**src/rtl/snoopy_bus_arbiter_if.sv**
```systemverilog
// snoopy_bus_arbiter_if: request/grant bundle between cache controllers and the bus arbiter.
interface snoopy_bus_arbiter_if #(parameter int DEVICE_NUMBER = 4);
    localparam int DEVICE_WIDTH = $clog2(DEVICE_NUMBER);
    logic [DEVICE_NUMBER-1:0] requests;
    logic [DEVICE_NUMBER-1:0] grants;
    logic [DEVICE_WIDTH-1:0]  ownerId;
    logic                     busy;
    modport master (input requests, output grants, ownerId, busy);
    modport slave  (output requests, input grants, ownerId, busy);
endinterface

```
**src/rtl/snoopy_bus_arbiter.sv**
```systemverilog
// snoopy_bus_arbiter: round-robin, non-preemptive owner selection for the shared snoopy bus.
// ARBITER_TURNAROUND_EN inserts one dead cycle (no grant) on every ownership change.
module snoopy_bus_arbiter #(
    parameter int DEVICE_NUMBER = 4,
    localparam int DEVICE_WIDTH = $clog2(DEVICE_NUMBER)
) (
    input logic clock,
    input logic reset,
    snoopy_bus_arbiter_if.master bus
);
`ifdef ARBITER_TURNAROUND_EN
    typedef enum logic [1:0] {IDLE, GRANTED, TURNAROUND} state_t;
`else
    typedef enum logic {IDLE, GRANTED} state_t;
`endif
    state_t state, state_n;
    logic [DEVICE_WIDTH-1:0]  ptr, ptr_n, release_ptr, search_ptr, pick, owner_n;
    logic [DEVICE_NUMBER-1:0] grants_n;
    logic                     busy_n, found, rel;

    function automatic logic [DEVICE_WIDTH:0] wrap(input logic [DEVICE_WIDTH:0] v);
        return v >= (DEVICE_WIDTH+1)'(DEVICE_NUMBER) ? v - (DEVICE_WIDTH+1)'(DEVICE_NUMBER) : v;
    endfunction

    always_ff @(posedge clock) begin
        if (reset) begin
            state       <= IDLE;
            ptr         <= '0;
            bus.grants  <= '0;
            bus.ownerId <= '0;
            bus.busy    <= 1'b0;
        end else begin
            state       <= state_n;
            ptr         <= ptr_n;
            bus.grants  <= grants_n;
            bus.ownerId <= owner_n;
            bus.busy    <= busy_n;
        end
    end

    // On release the search starts just past the old owner, so it ranks last.
    always_comb begin
        rel         = state == GRANTED && !bus.requests[bus.ownerId];
        release_ptr = DEVICE_WIDTH'(wrap({1'b0, bus.ownerId} + 1'b1));
        search_ptr  = state == GRANTED ? release_ptr : ptr;
        found       = 1'b0;
        pick        = '0;
        for (int k = DEVICE_NUMBER - 1; k >= 0; k--)
            if (bus.requests[wrap({1'b0, search_ptr} + (DEVICE_WIDTH+1)'(k))]) begin
                found = 1'b1;
                pick  = DEVICE_WIDTH'(wrap({1'b0, search_ptr} + (DEVICE_WIDTH+1)'(k)));
            end
    end

    always_comb begin
        state_n = state;
        if (state != GRANTED)
            state_n = found ? GRANTED : IDLE;
        else if (rel)
`ifdef ARBITER_TURNAROUND_EN
            state_n = TURNAROUND;
`else
            state_n = found ? GRANTED : IDLE;
`endif
    end

    always_comb begin
        grants_n = bus.grants;
        owner_n  = bus.ownerId;
        busy_n   = bus.busy;
        ptr_n    = ptr;
        if (state != GRANTED) begin
            grants_n = found ? DEVICE_NUMBER'(1) << pick : '0;
            owner_n  = found ? pick : bus.ownerId;
            busy_n   = found;
        end else if (rel) begin
            ptr_n = release_ptr;
`ifdef ARBITER_TURNAROUND_EN
            grants_n = '0;
            busy_n   = 1'b0;
`else
            grants_n = found ? DEVICE_NUMBER'(1) << pick : '0;
            owner_n  = found ? pick : bus.ownerId;
            busy_n   = found;
`endif
        end
    end
endmodule
```
**src/flat_wrapper.sv**
```systemverilog
// flat-port wrapper written by rule: the top's interface ports become plain ports
module snoopy_bus_arbiter_flat 
#(
    parameter int DEVICE_NUMBER = 4,
    localparam int DEVICE_WIDTH = $clog2(DEVICE_NUMBER)
)
  (clock, reset, bus_requests, bus_grants, bus_ownerId, bus_busy);
  snoopy_bus_arbiter_if #(.DEVICE_NUMBER(DEVICE_NUMBER)) bus_i ();
  input logic clock;
  input logic reset;
  input wire logic [$bits(bus_i.requests)-1:0] bus_requests;
  output wire logic [$bits(bus_i.grants)-1:0] bus_grants;
  output wire logic [$bits(bus_i.ownerId)-1:0] bus_ownerId;
  output wire logic [$bits(bus_i.busy)-1:0] bus_busy;
  assign bus_i.requests = bus_requests;
  assign bus_grants = bus_i.grants;
  assign bus_ownerId = bus_i.ownerId;
  assign bus_busy = bus_i.busy;
  snoopy_bus_arbiter #(.DEVICE_NUMBER(DEVICE_NUMBER)) u_core (.clock(clock), .reset(reset), .bus(bus_i));
endmodule
```
**config.mk**
```make
export PLATFORM = sky130hd
export DESIGN_NAME = snoopy_bus_arbiter_flat
export DESIGN_NICKNAME = d
export VERILOG_FILES = /design/src/rtl/snoopy_bus_arbiter_if.sv /design/src/rtl/snoopy_bus_arbiter.sv /design/src/flat_wrapper.sv
export SDC_FILE = /design/constraint.sdc
export NUM_CORES = 1
export LEC_CHECK = 0
export CAP_MARGIN = 10
export CELL_PAD_IN_SITES_DETAIL_PLACEMENT = 1
export CELL_PAD_IN_SITES_GLOBAL_PLACEMENT = 1
export CORE_MARGIN = 1
export CORE_UTILIZATION = 34
export DETAILED_ROUTE_END_ITERATION = 10
export HOLD_SLACK_MARGIN = 0.06
export PLACE_DENSITY_LB_ADDON = 0.1
export SYNTH_ARGS = -nofsm -noshare
export SYNTH_HDL_FRONTEND = slang
export SYNTH_SLANG_ARGS = --single-unit
```
**constraint.sdc**
```tcl
create_clock -name clock -period 1.8 [get_ports clock]
set_input_delay 0.18 -clock clock [delete_from_list [all_inputs] [get_ports clock]]
set_output_delay 0.18 -clock clock [all_outputs]
set_load 0.02 [all_outputs]
```
# Yosys cells after proc, flatten, opt, wreduce, memory -nomap -nowiden
# Index checks and enable logic that the tools add are counted.
classes:
  eq_ne: 1
  n_reduce_logical: 3
  order_cmp: 10
  addsub: 9
  shift: 1
  n_mux: 35
op_table:
  columns: ["operator", "count"]
  rows:
  - ["$mux 2", 9]
  - ["$mux 1", 14]
  - ["$ge 3x3->1 const B", 4]
  - ["$lt 3x3->1 const B", 4]
  - ["$mux 3", 4]
  - ["$mux 4", 3]
  - ["$bmux 1 s2", 5]
  - ["$sub 3x3->3 const B", 3]
  - ["$add 2x1->3 const B", 2]
  - ["$add 2x2->3 const B", 2]
  - ["$shl 1x2->4 const A", 1]
  - ["$ge 2x3->1 const B", 1]
  - ["$lt 2x3->1 const B", 1]
  - ["$sub 2x3->3 const B", 1]
  - ["$ne 2x2->1 const B", 1]
  - ["$reduce_and 2->1", 1]
  - ["$sub 2x1->2 const B", 1]
  - ["$logic_and 1x1->1", 1]
  - ["$logic_not 1->1", 1]
word_totals:
  wordCells: 64
  inputBits: 6
  output_inout_bits: 7
  ff_bits: 10

# Depth between registers and ports, before layout
# Gate-level depths: netlist of run 1.
logic_depth:
  depth_word: 17
  mapped_depth: 6
  mapped_depth_nobuf: 5

# Least setup slack after synthesis of run 1
# OpenSTA, ideal clock, no wires.
synth_timing:
  path_type: "reg2reg"
  start: "register u_core.bus.ownerId[0]"
  end: "register u_core.bus.grants[3]"
  synth_period_minus_slack_ps: 1814
  stages_incl_launch_ff: 6
  path_buffers: 1
  arrival_ps: 1698
  required_ps: 1685
  setup_time_ps: 115
  path_slack_ps: -14
  path_cell_list: "dfxtp_1 > mux4_2 > and2_4 > buf_6 > and3_4 > a31o_1"
synth_via:
  elab_chain_len: 17
  word_cells_on_any_way: 45
  cone_classes: "add/sub: 9; order compare: 5; eq/ne: 1; shift: 1; mux: 27; reduce/logical: 2"
synth_rtl:
  columns: ["element", "line", "rtl"]
  rows:
  - ["from (decl)", "snoopy_bus_arbiter_if.sv:8", "modport master (input requests, output grants, ownerId, busy);"]
  - ["from (signal assigned)", "snoopy_bus_arbiter.sv:36", "bus.ownerId <= owner_n;"]
  - ["$add 2x1->3", "snoopy_bus_arbiter.sv:44", "release_ptr = DEVICE_WIDTH'(wrap({1'b0, bus.ownerId} + 1'b1));"]
  - ["$ge 3x3->1 or $sub 2x1->2 (tied branches)", "snoopy_bus_arbiter.sv:22", "return v >= (DEVICE_WIDTH+1)'(DEVICE_NUMBER) ? v - (DEVICE_WIDTH+1)'(DEVICE_NUMBER) : v;"]
  - ["$mux 2", "snoopy_bus_arbiter.sv:22", null]
  - ["$mux 2", "snoopy_bus_arbiter.sv:45", "search_ptr = state == GRANTED ? release_ptr : ptr;"]
  - ["$add 2x2->3", "snoopy_bus_arbiter.sv:49, snoopy_bus_arbiter.sv:51", null]
  - ["$sub 3x3->3 or $ge 3x3->1 (tied branches)", "snoopy_bus_arbiter.sv:22", null]
  - ["$mux 3", "snoopy_bus_arbiter.sv:22", null]
  - ["$bmux 1 s2", "snoopy_bus_arbiter.sv:49", "if (bus.requests[wrap({1'b0, search_ptr} + (DEVICE_WIDTH+1)'(k))]) begin"]
  - ["$mux 1 (not written as such)", "snoopy_bus_arbiter.sv:49", null]
  - ["$mux 2 (4 in a row)", "snoopy_bus_arbiter.sv:49", null]
  - ["$shl 1x2->4", "snoopy_bus_arbiter.sv:73, snoopy_bus_arbiter.sv:82", null]
  - ["$mux 4", "snoopy_bus_arbiter.sv:73, snoopy_bus_arbiter.sv:82", null]
  - ["$mux 4", "snoopy_bus_arbiter.sv:76", "end else if (rel) begin"]
  - ["$mux 4", "snoopy_bus_arbiter.sv:72", "if (state != GRANTED) begin"]
  - ["to (signal assigned)", "snoopy_bus_arbiter.sv:35", "bus.grants <= grants_n;"]
  - ["to (decl)", "snoopy_bus_arbiter_if.sv:8", null]
# Several ways; a longest one is shown, not always the timed one. The select of a mux whose other input is x is not followed.
# A chain may end at the register's enable or synchronous reset.

# Final worst setup path of run 1
layout_timing:
  start: "register u_core.bus.ownerId[0]"
  end: "register u_core.bus.ownerId[1]"
layout_via:
  elab_chain_len: 16
  word_cells_on_any_way: 44
  cone_classes: "add/sub: 9; order compare: 5; eq/ne: 1; mux: 27; reduce/logical: 2"
layout_rtl:
  columns: ["element", "line"]
  rows:
  - ["$add 2x1->3", "snoopy_bus_arbiter.sv:44"]
  - ["$ge 3x3->1 or $sub 2x1->2 (tied branches)", "snoopy_bus_arbiter.sv:22"]
  - ["$mux 2", "snoopy_bus_arbiter.sv:22"]
  - ["$mux 2", "snoopy_bus_arbiter.sv:45"]
  - ["$add 2x2->3", "snoopy_bus_arbiter.sv:49, snoopy_bus_arbiter.sv:51"]
  - ["$sub 3x3->3 or $ge 3x3->1 (tied branches)", "snoopy_bus_arbiter.sv:22"]
  - ["$mux 3", "snoopy_bus_arbiter.sv:22"]
  - ["$bmux 1 s2", "snoopy_bus_arbiter.sv:49"]
  - ["$mux 1 (not written as such)", "snoopy_bus_arbiter.sv:49"]
  - ["$mux 2 or $mux 1 (tied branches) (4 in a row)", "snoopy_bus_arbiter.sv:49"]
  - ["$mux 2", "snoopy_bus_arbiter.sv:74, snoopy_bus_arbiter.sv:83"]
  - ["$mux 2", "snoopy_bus_arbiter.sv:76"]
  - ["$mux 2", "snoopy_bus_arbiter.sv:72"]
# Several ways; a longest one is shown, not always the timed one. The select of a mux whose other input is x is not followed.

==> impl_metrics.yaml, run 1 <==
global_routing:
  grt_overflow: 0
  grt_max_degree: 10
  globalRouteTotalUtil_pct: 19.0
  grt_pass1_wl_mm: 2.66
  grt_antenna_before_repair: 0
  first_global_vias: 563
power_and_ir_drop:
  power.share.switching_pct: 30.5
  powerDensity_mw_per_mm2: 846
  power_uw: 682
  combPwrFrac_pct: 30.7
  p_switching_uw: 208
  ir_drop_mv: 0.439
  leakagePower_nw: 0.331
  p_int_uw: 474
  p_seq_share_pct: 39.2
  power.share.clock_pct: 30.1
sta:
  layout_min_cycle_time_ns: 1.66
  hold_viol: 0
  max_freq_mhz: 601
  finClkSkew_ns: 0.00796
  max_slew_margin_pct: 76.4
  tns_ns: 0
  rsz0062_at_grt: "no"
  tightest_slew_ns: 0.353
  hold-worst-slack_ns: 0.475
  period_share_pct: 92.4
  final_max_slew_viol_count: 0
  finalSetupViolations: 0
die:
  floorplan.core_area_mm2: 0.00154
  fp.dieH_um: 42.9
  start_util_pct: 36.9
  io_pins: 13
  dieWidth_um: 42.9
  die-area_mm2: 0.00184
  core.rowCount: 14
synthesis:
  ys_seq_area_share_pct: 35.2
  yosysMostFrequentCell: "dfxtp_1"
  syn_nets: 71
  yosys_register_bits: 10
  ys_types: 32
  yosys.area.top_type: "dfxtp_1"
  netlist.area_leader.share_pct: 35.2
  synth_common_cells: "dfxtp_1 (10), nor2_1 (8), nand2_1 (4), o21ai_0 (4)"
  synth_edf_count: 0
  ys_warn_count: 0
  async_flop_share_pct: 0
  syn_area_per_cell_um2: 8.76
  synth_cells: 65
  syn-cell-area_um2: 569
  synth_ff_type: "dfxtp_1"
  synth.area.top_cells: "dfxtp_1 (35%), mux2i_1 (5.3%), nor2_1 (5.3%), mux4_2 (4.0%), o21ai_0 (3.5%)"
route:
  vias: 575
  wl_met1_um: 779
  firstDrtPassIters: 4
  drt-initial-drc-count: 10
  drt_wl_total_mm: 1.52
  via_per_inst: 5.53
  met2WireLength_um: 637
  wl_met3_um: 95
  drc: 0
  avgRoutedWirePerCell_um: 14.6
  ant_nets: 0
  top_layer: "met4"
cts:
  cts_max_level: 1
  clock_sink_count: 10
  clk_pin_slew_ns: 0.07
  cts_tree: "built"
  root_buffer: "clkbuf_4"
  cts_buffer_depth: 2
  cts_buffers: 3
  insertion_delay_ns: 0.27
  postCtsSetupBuffers: 0
setup_path:
  slowest_delay_ns: 0.56
  cp_max_fo: 9
  cp-start-kind: "register"
  cp.required_ns: 1.96
  crit_path_cell_trace: "mux4_2, and2_4, o21ai_0, o31a_1, nor2_1"
  cp-end-kind: "register"
  path_class: "reg2reg"
  cp_slowest_cell: "mux4_2"
  cp.arrival_ns: 1.82
placed_design:
  port_buffers: 12
  dpl.hpwl_mm: 1.13
  place_congestion: 0.752
  dp.cells: 100
cells_and_area:
  drive_gt1_share_pct: 26.1
  fin_cells: 104
  diodes: 0
  syn2layout_area_growth_pct: 41.5
  finalNetCount: 95
outcome:
  status: "finished clean"
hold_path:
  min_path_type: "reg2reg"
job:
  drv_cap: 0
## final cells by class
cell class              instances  area (um^2)
clock buffers                   4         36.3
fillers                       187          736
inverters                       3         11.3
multi-input cells              50          349
flip-flops and latches         10          201
well taps                      16         20.0
repair buffers                 21          188
## layer usage
layer  track usage [%]  up-vias
met3              4.26        2
met2              26.1       16
li1                  -      280
met5                 0        -
met4              5.63        0
met1              29.1      277
## cell usage in the layout, fill, tap and decap left out, drive strengths merged
cell type / count
nor3: 3
and3: 1
mux4: 1
xor2: 1
o21ai: 4
nor4: 1
o21a: 1
clkbuf: 4
o31a: 1
o221ai: 1
a31oi: 1
nor2: 8
o22ai: 2
nor2b: 1
and3b: 1
nand3: 3
a31o: 1
a32o: 1
mux2i: 3
or2: 2
clkdlybuf4s50: 12
mux2: 1
nand2b: 2
inv: 3
buf: 9
and2: 1
dfxtp: 10
a221oi: 1
nand2: 4
o31ai: 1
nand3b: 1
a21oi: 2
## flip-flops by register name, summed over array words and instances (netlist names)
name	cells
u_core.bus.grants	4
u_core.bus.ownerId	2
u_core.ptr	2
u_core.bus.busy	1
u_core.state	1
## metrics by stage
step                setup slack, ns  utilization, %  area, um^2
finish                        0.136            52.3         806
detailed placement          -0.0555            49.4         762
CTS                           0.127            51.8         798
floorplan                     0.111               -         571
global route                0.00714            52.3         806
global placement            -0.0319            49.4         762
## critical path: cells and delay by family (launching register included)
kind               cells  cell delay, ns
AOI/OAI and AO/OA      2            0.31
DFF                    1            0.44
muxes                  1            0.56
and+or+nand+nor        2            0.25
## path summary, 6_finish.rpt
path	startpoint	end	slack (ns)	depth (start not counted)
worst min-delay path	u_core.bus.busy$_SDFFE_PP0N_	u_core.bus.busy$_SDFFE_PP0N_	0.48	1
worst max register to register	u_core.bus.ownerId[0]$_SDFFE_PP0P_	u_core.bus.ownerId[1]$_SDFFE_PP0P_	0.14	5
worst min register to register	u_core.bus.busy$_SDFFE_PP0N_	u_core.bus.busy$_SDFFE_PP0N_	0.48	1
worst max-delay path	u_core.bus.ownerId[0]$_SDFFE_PP0P_	u_core.bus.ownerId[1]$_SDFFE_PP0P_	0.14	5
## power groups by stage
stage | combinational, mW | sequential [mW] | clock, mW
finish | 0.209 | 0.267 | 0.205
global placement | 0.207 | 0.269 | 0
CTS | 0.210 | 0.265 | 0.209
detailed placement | 0.208 | 0.270 | 0
floorplan | 0.103 | 0.284 | 0
global route | 0.230 | 0.270 | 0.218
## cells by family (layout without fill, tap and decap cells)
group	after synthesis	after routing	synth area share (%)
and+or+nand+nor	28	28	27.0
buffers and inverters	5	28	4.83
xor gates and xnor gates	1	1	1.54
DFF	10	10	35.2
AOI/OAI and AO/OA	16	16	20.2
muxes	5	5	11.2
## repair_timing
item / CTS / global route
endpoints found under the hold margin: 0 / 0
hold buffers: 0 / 0
gates resized for setup: 0 / 1
setup endpoints to repair: 0 / 1
No activity file was read; power rests on OpenSTA's default activity.
==> inputs of run 2 (changes only) <==
==> constraint.sdc (replaced) <==
create_clock -name clock -period 1.9 [get_ports clock]
set_input_delay 0.19 -clock clock [delete_from_list [all_inputs] [get_ports clock]]
set_output_delay 0.19 -clock clock [all_outputs]
set_load 0.02 [all_outputs]
==> impl_metrics.yaml, run 2 (synthesized netlist as in run 1, its figures left out) <==
cells_and_area:
  fill_cells: 199
  fin_area_um2: 797
  diodes: 0
  final_core_util_pct: 51.7
  top_register: "u_core.bus.grants"
  layout_commonest_cell: "clkdlybuf4s50_1"
  final_cell_mix: "clkdlybuf4s50_1 (12), dfxtp_1 (10), buf_4 (9), nor2_1 (8)"
  drive_gt1_share_pct: 23.9
  syn2layout_area_growth_pct: 40.0
  top_regs: "u_core.bus.grants x4, u_core.bus.ownerId x2, u_core.ptr x2"
  largest_register_ff_count: 4
  finalNetCount: 95
sta:
  final_max_slew_viol_count: 0
  max_freq_mhz: 605
  layout_min_cycle_time_ns: 1.65
  hold-worst-slack_ns: 0.479
  max_slew_margin_pct: 75.9
  finalSetupViolations: 0
  tightest_slew_ns: 0.361
  rsz0062_at_grt: "no"
  period_share_pct: 87.0
  finClkSkew_ns: 0.000464
  hold_viol: 0
  tns_ns: 0
setup_path:
  cp.required_ns: 2.06
  cp_slowest_cell: "mux4_2"
  cp.arrival_ns: 1.81
  r2r-start: "u_core.bus.ownerId[0]$_SDFFE_PP0P_"
  cp-end-kind: "register"
  critical_path_depth: 4
  startpoint: "u_core.bus.ownerId[0]$_SDFFE_PP0P_"
  reg2reg_to: "u_core.bus.grants[3]$_SDFFE_PP0N_"
  cp-endpoint: "u_core.bus.grants[3]$_SDFFE_PP0N_"
  path_class: "reg2reg"
  crit_path_cell_trace: "mux4_2, and2_4, and3_4, a31o_1"
  rr_worst_depth: 4
  slowest_delay_ns: 0.56
  reg2reg_slack_ns: 0.25
  path_buf_inv: 0
  cpLargestDelayFamily: "multiplexers"
  cp_max_fo: 9
  cp-start-kind: "register"
cts:
  cts_buffer_depth: 2
  postCtsHoldBufs: 0
  root_buffer: "clkbuf_4"
  postCtsSetupBuffers: 0
  clock_sink_count: 10
  cts_resized: 0
  insertion_delay_ns: 0.26
  cts_max_level: 1
  clk_pin_slew_ns: 0.06
  cts_buffers: 3
  cts_tree: "built"
die:
  floorplan.core_area_mm2: 0.00154
  core.rowCount: 14
  die-area_mm2: 0.00184
  fp.dieH_um: 42.9
  start_util_pct: 36.9
  dieWidth_um: 42.9
  io_pins: 13
placed_design:
  dpl.hpwl_mm: 1.20
  port_buffers: 12
  placed_cell_area_um2: 761
  place_congestion: 0.759
job:
  drv_cap: 0
hold_path:
  min-delay-start: "u_core.bus.busy$_SDFFE_PP0N_"
  hold_path_depth: 1
  min_path_type: "reg2reg"
power_and_ir_drop:
  leakagePower_nw: 0.331
  power_uw: 632
  powerDensity_mw_per_mm2: 793
  ir_drop_mv: 0.476
global_routing:
  grt_pass1_wl_mm: 2.50
  globalRouteTotalUtil_pct: 19.0
  grt_overflow: 0
  grt_max_degree: 10
  grt_antenna_before_repair: 0
  first_global_vias: 590
route:
  ant_nets: 0
  drt_wl_total_mm: 1.49
  via_per_inst: 5.51
  vias: 573
  avgRoutedWirePerCell_um: 14.3
  drt-initial-drc-count: 7
  firstDrtPassIters: 2
  drc: 0
outcome:
  status: "finished clean"
[run 2: cell counts in the layout (fill, tap and decap cells not counted)]
No cell type changed its count.
[run 2: worst reg2reg max path: stages, from the launching register on]
cell	delay (ns)
dfxtp_1	0.43
mux4_2	0.57
and2_4	0.22
and3_4	0.18
a31o_1	0.17
[run 2: area by class of cell]
class                      count  area [um^2]  share of cell area (%)
timing repair buffer          21          188                    23.5
multi-input combinational     50          342                    42.9
clock buffer                   4         36.3                    4.55
sequential                    10          200                    25.1
inverter                       3         11.3                    1.41
tap                           16         20.0                    2.51
[run 2: through the flow]
step / setup WS, ns / cells
after floorplan: 0.0861 / 65
after global placement: 0.0930 / 100
after detailed placement: 0.0752 / 100
after CTS: 0.206 / 104
after global routing: 0.0626 / 104
final: 0.247 / 104
[run 2: worst min path at each step]
stage | slack, ns | endpoint
final | 0.48 | u_core.bus.busy$_SDFFE_PP0N_
after global routing | 0.51 | u_core.bus.busy$_SDFFE_PP0N_
after CTS | 0.48 | u_core.bus.busy$_SDFFE_PP0N_
after detailed placement | 0.46 | u_core.bus.busy$_SDFFE_PP0N_
after global placement | 0.46 | u_core.bus.busy$_SDFFE_PP0N_
after floorplan | 0.26 | u_core.bus.ownerId[0]$_SDFFE_PP0P_
[run 2: per-layer routing]
metal,GRT usage (%),vias to the layer above,part of all wire [%]
li1,-,286,-
met5,0,-,0
met4,10.0,0,0.94
met3,5.96,2,6.0
met1,17.7,271,39
met2,35.8,14,54
[run 2: where the power goes]
group,leakage (nW),internal (mW),switching (mW)
Sequential,0.0825,0.230,0.0167
Combinational,0.227,0.0994,0.0971
Clock,0.0210,0.116,0.0722
Total,0.331,0.446,0.186
==> inputs of run 3 (changes only) <==
--- a/config.mk
+++ b/config.mk
@@ -10,6 +10,7 @@
 export CELL_PAD_IN_SITES_GLOBAL_PLACEMENT = 1
 export CORE_MARGIN = 1
 export CORE_UTILIZATION = 34
+export CTS_CLUSTER_DIAMETER = 120
 export DETAILED_ROUTE_END_ITERATION = 10
 export HOLD_SLACK_MARGIN = 0.06
 export PLACE_DENSITY_LB_ADDON = 0.1
==> results of run 3 <==
No change in the layout: final DEF, timing and power equal those of run 2.
